`src/rtl/spi_tx.sv`:
```
// SPI master transmit engine: one-deep holding buffer feeding an MSB-first shifter.
// Bit timing comes from the shared clock generator's bit_en strobe (one per SCLK half-period).
module spi_tx #(
    parameter int DLY        = 1,
    parameter int FIFO_WIDTH = 32
) (
    input  logic                  clk_i,
    input  logic                  rst_n_i,
    input  logic                  cpol,
    input  logic                  cpoa,
    input  logic [FIFO_WIDTH-1:0] tx_wdata_i,
    input  logic                  tx_vld_i,
    output logic                  tx_rdy_o,
    input  logic                  bit_en,
    output logic                  clk_gen,
    output logic                  tx_busy_o,
    output logic                  sclk_o,
    output logic                  cs_n_o,
    output logic                  sdo_o
);

    localparam int                CNT_W     = $clog2(2 * FIFO_WIDTH);
    localparam logic [CNT_W-1:0] LAST_EDGE = CNT_W'(2 * FIFO_WIDTH - 1);

    // DLY is kept so existing instantiations still bind; registers update without delay.
    if (FIFO_WIDTH < 2 || DLY < 0) begin : g_param_check
        $error("spi_tx: FIFO_WIDTH must be at least 2 and DLY non-negative");
    end

    typedef enum logic [3:0] {
        S_IDLE  = 4'b0001,
        S_LEAD  = 4'b0010,
        S_SHIFT = 4'b0100,
        S_TRAIL = 4'b1000
    } state_e;

    state_e                  state_q, state_d;
    logic [FIFO_WIDTH-1:0]   buf_q, buf_d;
    logic                    buf_vld_q, buf_vld_d;
    logic [FIFO_WIDTH-1:0]   shift_q, shift_d;
    logic [CNT_W-1:0]        edge_cnt_q, edge_cnt_d;
    logic                    cpol_l_q, cpol_l_d;
    logic                    cpha_l_q, cpha_l_d;
    logic                    sclk_q, sclk_d;
    logic                    cs_n_q, cs_n_d;
    logic                    sdo_q, sdo_d;

    // NOTE: every register, including the word buffer and shifter, is reset so a
    // mid-frame reset leaves no stale word behind to be transmitted afterwards.
    always_ff @(posedge clk_i or negedge rst_n_i) begin
        if (!rst_n_i) begin
            state_q    <= S_IDLE;
            buf_q      <= '0;
            buf_vld_q  <= 1'b0;
            shift_q    <= '0;
            edge_cnt_q <= '0;
            cpol_l_q   <= 1'b0;
            cpha_l_q   <= 1'b0;
            sclk_q     <= 1'b0;
            cs_n_q     <= 1'b1;
            sdo_q      <= 1'b0;
        end else begin
            // NOTE: non-blocking assignments so every register samples the pre-edge
            // values regardless of statement order.
            state_q    <= state_d;
            buf_q      <= buf_d;
            buf_vld_q  <= buf_vld_d;
            shift_q    <= shift_d;
            edge_cnt_q <= edge_cnt_d;
            cpol_l_q   <= cpol_l_d;
            cpha_l_q   <= cpha_l_d;
            sclk_q     <= sclk_d;
            cs_n_q     <= cs_n_d;
            sdo_q      <= sdo_d;
        end
    end

    always_comb begin
        // NOTE: hold-by-default assignments first, so no path through the case
        // leaves a variable unassigned and no latch is inferred.
        state_d    = state_q;
        buf_d      = buf_q;
        buf_vld_d  = buf_vld_q;
        shift_d    = shift_q;
        edge_cnt_d = edge_cnt_q;
        cpol_l_d   = cpol_l_q;
        cpha_l_d   = cpha_l_q;
        sclk_d     = sclk_q;
        cs_n_d     = cs_n_q;
        sdo_d      = sdo_q;

        // Accept and transfer never coincide: accept needs an empty buffer, transfer a full one.
        if (tx_vld_i && !buf_vld_q) begin
            buf_d     = tx_wdata_i;
            buf_vld_d = 1'b1;
        end

        unique case (state_q)
            S_IDLE: begin
                sclk_d = cpol;
                cs_n_d = 1'b1;
                sdo_d  = 1'b0;
                if (bit_en && buf_vld_q) begin
                    state_d    = S_LEAD;
                    shift_d    = buf_q;
                    buf_vld_d  = 1'b0;
                    cpol_l_d   = cpol;
                    cpha_l_d   = cpoa;
                    cs_n_d     = 1'b0;
                    edge_cnt_d = '0;
                    sdo_d      = cpoa ? 1'b0 : buf_q[FIFO_WIDTH-1];
                end
            end

            S_LEAD: begin
                if (bit_en) begin
                    state_d = S_SHIFT;
                end
            end

            S_SHIFT: begin
                if (bit_en) begin
                    sclk_d     = ~sclk_q;
                    edge_cnt_d = edge_cnt_q + 1'b1;
                    if (edge_cnt_q == LAST_EDGE) begin
                        sclk_d  = cpol_l_q;
                        state_d = S_TRAIL;
                    end else if (!cpha_l_q && edge_cnt_q[0]) begin
                        // Phase 0: the MSB went out with CS; later bits change on trailing edges.
                        shift_d = shift_q << 1;
                        sdo_d   = shift_q[FIFO_WIDTH-2];
                    end else if (cpha_l_q && !edge_cnt_q[0]) begin
                        if (edge_cnt_q == '0) begin
                            sdo_d = shift_q[FIFO_WIDTH-1];
                        end else begin
                            shift_d = shift_q << 1;
                            sdo_d   = shift_q[FIFO_WIDTH-2];
                        end
                    end
                end
            end

            S_TRAIL: begin
                if (bit_en) begin
                    state_d = S_IDLE;
                    sclk_d  = cpol_l_q;
                    cs_n_d  = 1'b1;
                    sdo_d   = 1'b0;
                end
            end

            default: begin
                state_d = S_IDLE;
                cs_n_d  = 1'b1;
                sdo_d   = 1'b0;
            end
        endcase
    end

    assign tx_rdy_o  = !buf_vld_q;
    assign tx_busy_o = (state_q != S_IDLE);
    assign clk_gen   = (state_q != S_IDLE) || buf_vld_q;
    assign sclk_o    = sclk_q;
    assign cs_n_o    = cs_n_q;
    assign sdo_o     = sdo_q;

endmodule

```
`config.mk`:
```
export PLATFORM = sky130hd
export DESIGN_NAME = spi_tx
export DESIGN_NICKNAME = d
export VERILOG_FILES = /design/src/rtl/spi_tx.sv
export SDC_FILE = /design/constraint.sdc
export NUM_CORES = 1
export LEC_CHECK = 0
export BUFFER_PORTS_ARGS = -buffer_cell sky130_fd_sc_hd__buf_2
export CAP_MARGIN = 20
export CORE_MARGIN = 10
export CORE_UTILIZATION = 55
export DETAILED_ROUTE_END_ITERATION = 12
export GPL_TIMING_DRIVEN = 0
export PLACE_DENSITY = 0.8
export SKIP_CTS_REPAIR_TIMING = 1
export SYNTH_ARGS = -nofsm -noshare
export SYNTH_HDL_FRONTEND = slang
export SYNTH_SLANG_ARGS = --single-unit
```
`constraint.sdc`:
```
create_clock -name clk_i -period 2.4 [get_ports clk_i]
set_input_delay 0.36 -clock clk_i [delete_from_list [all_inputs] [get_ports clk_i]]
set_output_delay 0.36 -clock clk_i [all_outputs]
set_load 0.1 [all_outputs]
```
==> metrics.md <==
| Metric | Value |
|---|---|
| Status | `completed` |
| DP Worst Slack | `about 50 ps` |
| First-pass DRT Iterations | `4` |
| Synth Register Bits | `80` |
| Post-Syn Instances | `282` |
| WP depth | `7` |
| Clock Skew | `8.58 ps` |
| Full die area | `10,500 um2` |
| Total GRT Usage | `between 10% and 20%` |
| Fmax | `430 MHz` |
| Vias | `2,351` |
| Hpwl dp | `4.98 mm` |
| YS warnings | `0` |
| Layout cells sized above 1 | `between 40% and 50%` |
| Hold WC Path Type | `in -> reg` |
| Area delta synth->final | `16.0%` |
| First-pass GRT wire length | `12.0 mm` |
| Metal3 WL | `261 um` |
| Wire length per cell | `16.2 um` |
| CTS Sinks | `80` |
| Crit path DAT | `2550 ps` |
| Setup TNS | `0 ps` |
| Mapped cell area | `around 3700 um2` |
| # DRC | `0` |
| CP Cell Sequence | `buf_2 -> or3b_1 -> a21o_2 -> a221oi_4 -> buf_4 -> clkbuf_4 -> mux2_1` |
| Worst setup margin | `74.3 ps` |
| Worst-Margin Slew | `668 ps` |
| Fin crit share | `96.9%` |
| Critical path endpoint category | `register` |
| CP max FO | `10` |
| Power Internal | `between 3 and 4 mW` |
| Clock power frac | `18.6%` |
| Global route total overflow | `0` |
| Switch share | `34.8%` |
| Delay-heaviest family, CP | `buffers and inverters` |
| Non-Filler Instances | `about 430` |
| Gpl congestion | `a little over 0.8` |
| Synth cell types | `44` |
| Inserted Clock Buffers | `9` |
| Minimum clock period | `~2300 ps` |
| Max-cap violations | `0` |
| CTS root buf | `clkbuf_8` |
| CP Class | `reg -> reg` |
| PD cells | `1220 nW/um2` |
| Sw power | `1.84 mW` |
| Antenna-violating nets left | `0` |
| Vias in the first global route | `around 2,500` |
| Combinational fraction of design power | `37.9%` |
| H-tree levels | `3` |
| Placed Instances | `406` |
| Synth Area in Simple Gates | `approximately 7.8%` |
| Seq/Total Area, Yosys | `53.5%` |
| Chip Width | `103 um` |
| Clk_lat worst skew | `between 300 and 400 ps` |
| Seq pwr share | `a little over two fifths` |
| Synth Area in Compound Gates | `5.14%` |
| Core area | `6720 um2` |
| Starting Density | `55.8%` |
| Synth async-reset ratio | `100%` |
| Metal2 WL | `3.34 mm` |
| Die Y | `103 um` |
| Main synth FF type | `dfrtp_1` |
| Drt initial violations | `89` |
| Syn Nets | `323` |
| Mean post-synth cell area | `between 10 and 15 um2` |
| Flop2flop setup slack | `70 ps` |
| Mux contribution to synthesized area | `27.9%` |
| WL final | `6.94 mm` |
| Pleak | `1.93 nW` |
| Yosys top cell by area | `dfrtp_1` |
| Post-synth EDFFs | `0` |
| Final Max Tran Viols | `0` |
| Final setup viols | `0` |
| NumNets Final | `roughly 380` |
| Worst endpoint required time | `2630 ps` |
| Final hold vios | `0` |
| Wl on met1 | `3.20 mm` |
| Vias per inst | `5.49` |
| CTS tree | `yes` |
| Most common cell after layout, fill and taps aside | `dfrtp_1` |
| Xor/xnor cell area share of the yosys netlist | `1.17%` |
| Max VDD drop | `0.646 mV` |
| Cell at the slowest stage of the critical path | `or3b_1` |
| FF-to-FF path depth | `7` |
| Antenna Cells | `0` |
| Worst Path Buf+Inv | `3` |
| I/O Buffers | `43` |
| Hold_ws | `between 200 and 250 ps` |
| Synth top area share | `~52%` |
| Largest stage delay on the critical path | `460 ps` |
| Largest family of logic cells by synthesized area | `multiplexers` |
| Row count | `30` |
| Ranking of synthesized cells by area | `dfrtp_1, mux2_2, mux2_1` |
| Commonest cells after routing, fill and taps aside | `dfrtp_1, mux2_2, buf_2, mux2_1, nand2_1` |
| Top Ports | `44` |
| Initial antenna violation count | `0` |
| Relative slew slack | `55.3%` |
| Register clock-pin slew on the reported worst setup and hold paths | `80 ps` |
| Largest net degree at the start of global routing | `56` |
| Clock Path Buffers | `2` |
| Adder-Cell Fraction of Synth Area | `1.00%` |
| Critical Path Start Type | `register` |
| Hold path depth | `3` |
| Final Total Pwr | `5.29 mW` |
| Top Layer Used | `met4` |
-- cell families after synthesis --
logic type	Yosys count
buf+inv	26
flops	80
compound gates	25
simple gates	50
xor+xnor	5
fa+ha+maj	3
mux	93
-- area by class of cell --
| type | instances | area [um2] |
|---|---|---|
| fillers | 499 | 2370 |
| flip-flops and latches | 80 | 2000 |
| multi-input cells | 176 | 1630 |
| repair buffers | 50 | 293 |
| clock buffers | 11 | 141 |
| well taps | 80 | 100 |
| plain buffers | 16 | 93.8 |
| clock inverters | 5 | 53.8 |
| inverters | 10 | 37.5 |
-- Yosys cell counts (2+ instances only) --
cell	count
dfrtp_1	78
mux2_2	62
mux2_1	31
nand2_1	15
inv_1	9
clkbuf_1	8
nor2_1	8
o21ai_0	6
nand3_1	5
xnor2_1	5
a211oi_1	4
buf_2	4
nand2b_1	4
buf_6	3
ha_1	3
nor4b_1	3
dfstp_2	2
nor3_1	2
nor4_1	2
o21bai_1	2
or3b_1	2
or4_1	2
-- registers in the layout, indices dropped and copies added (netlist names) --
| register | flops |
|---|---|
| shift_q | 32 |
| cs_n_o | 1 |
| buf_vld_q | 1 |
| cpha_l_q | 1 |
| sdo_o | 1 |
| state_q | 4 |
| edge_cnt_q | 6 |
| sclk_o | 1 |
| buf_q | 32 |
| cpol_l_q | 1 |
-- worst register-to-register path, stage by stage, from the launching register on --
cell and delay, ps:
dfrtp_1 370, buf_2 190, or3b_1 460, a21o_2 280
a221oi_4 190, buf_4 200, clkbuf_4 190, mux2_1 330
-- power by group through the flow --
stage                     Sequential [mW]  Clock, mW  Combinational (mW)
after CTS                            2.30       1.00                1.98
final                                2.30      0.985                2.00
after floorplan                      2.33          0                1.50
after detailed placement             2.33          0                1.96
after global placement               2.29          0                1.88
after global routing                 2.38       1.08                2.20
-- metrics by stage --
stage	utilization, %	cell area [um2]
6_report	64.7	4350
5_1_grt	64.7	4350
4_1_cts	63.8	4290
3_5_place_dp	60.9	4090
3_3_place_gp	60.5	4060
2_1_floorplan	-	3750
-- worst paths after layout --
kind | start | end
min in group asynchronous | rst_n_i | buf_q[6]
worst min-delay path | cpol | cpol_l_q
worst max register to register | state_q[3] | shift_q[14]
worst min register to register | shift_q[29] | shift_q[29]
worst max-delay path | state_q[3] | shift_q[14]
max in group asynchronous | rst_n_i | state_q[0]
-- routing by layer --
layer	vias up	global-route usage, %
li1	1125	-
met1	1179	19.4
met2	35	22.4
met3	12	2.68
met4	0	6.18
met5	-	0
(Power assumes the default switching activity.)
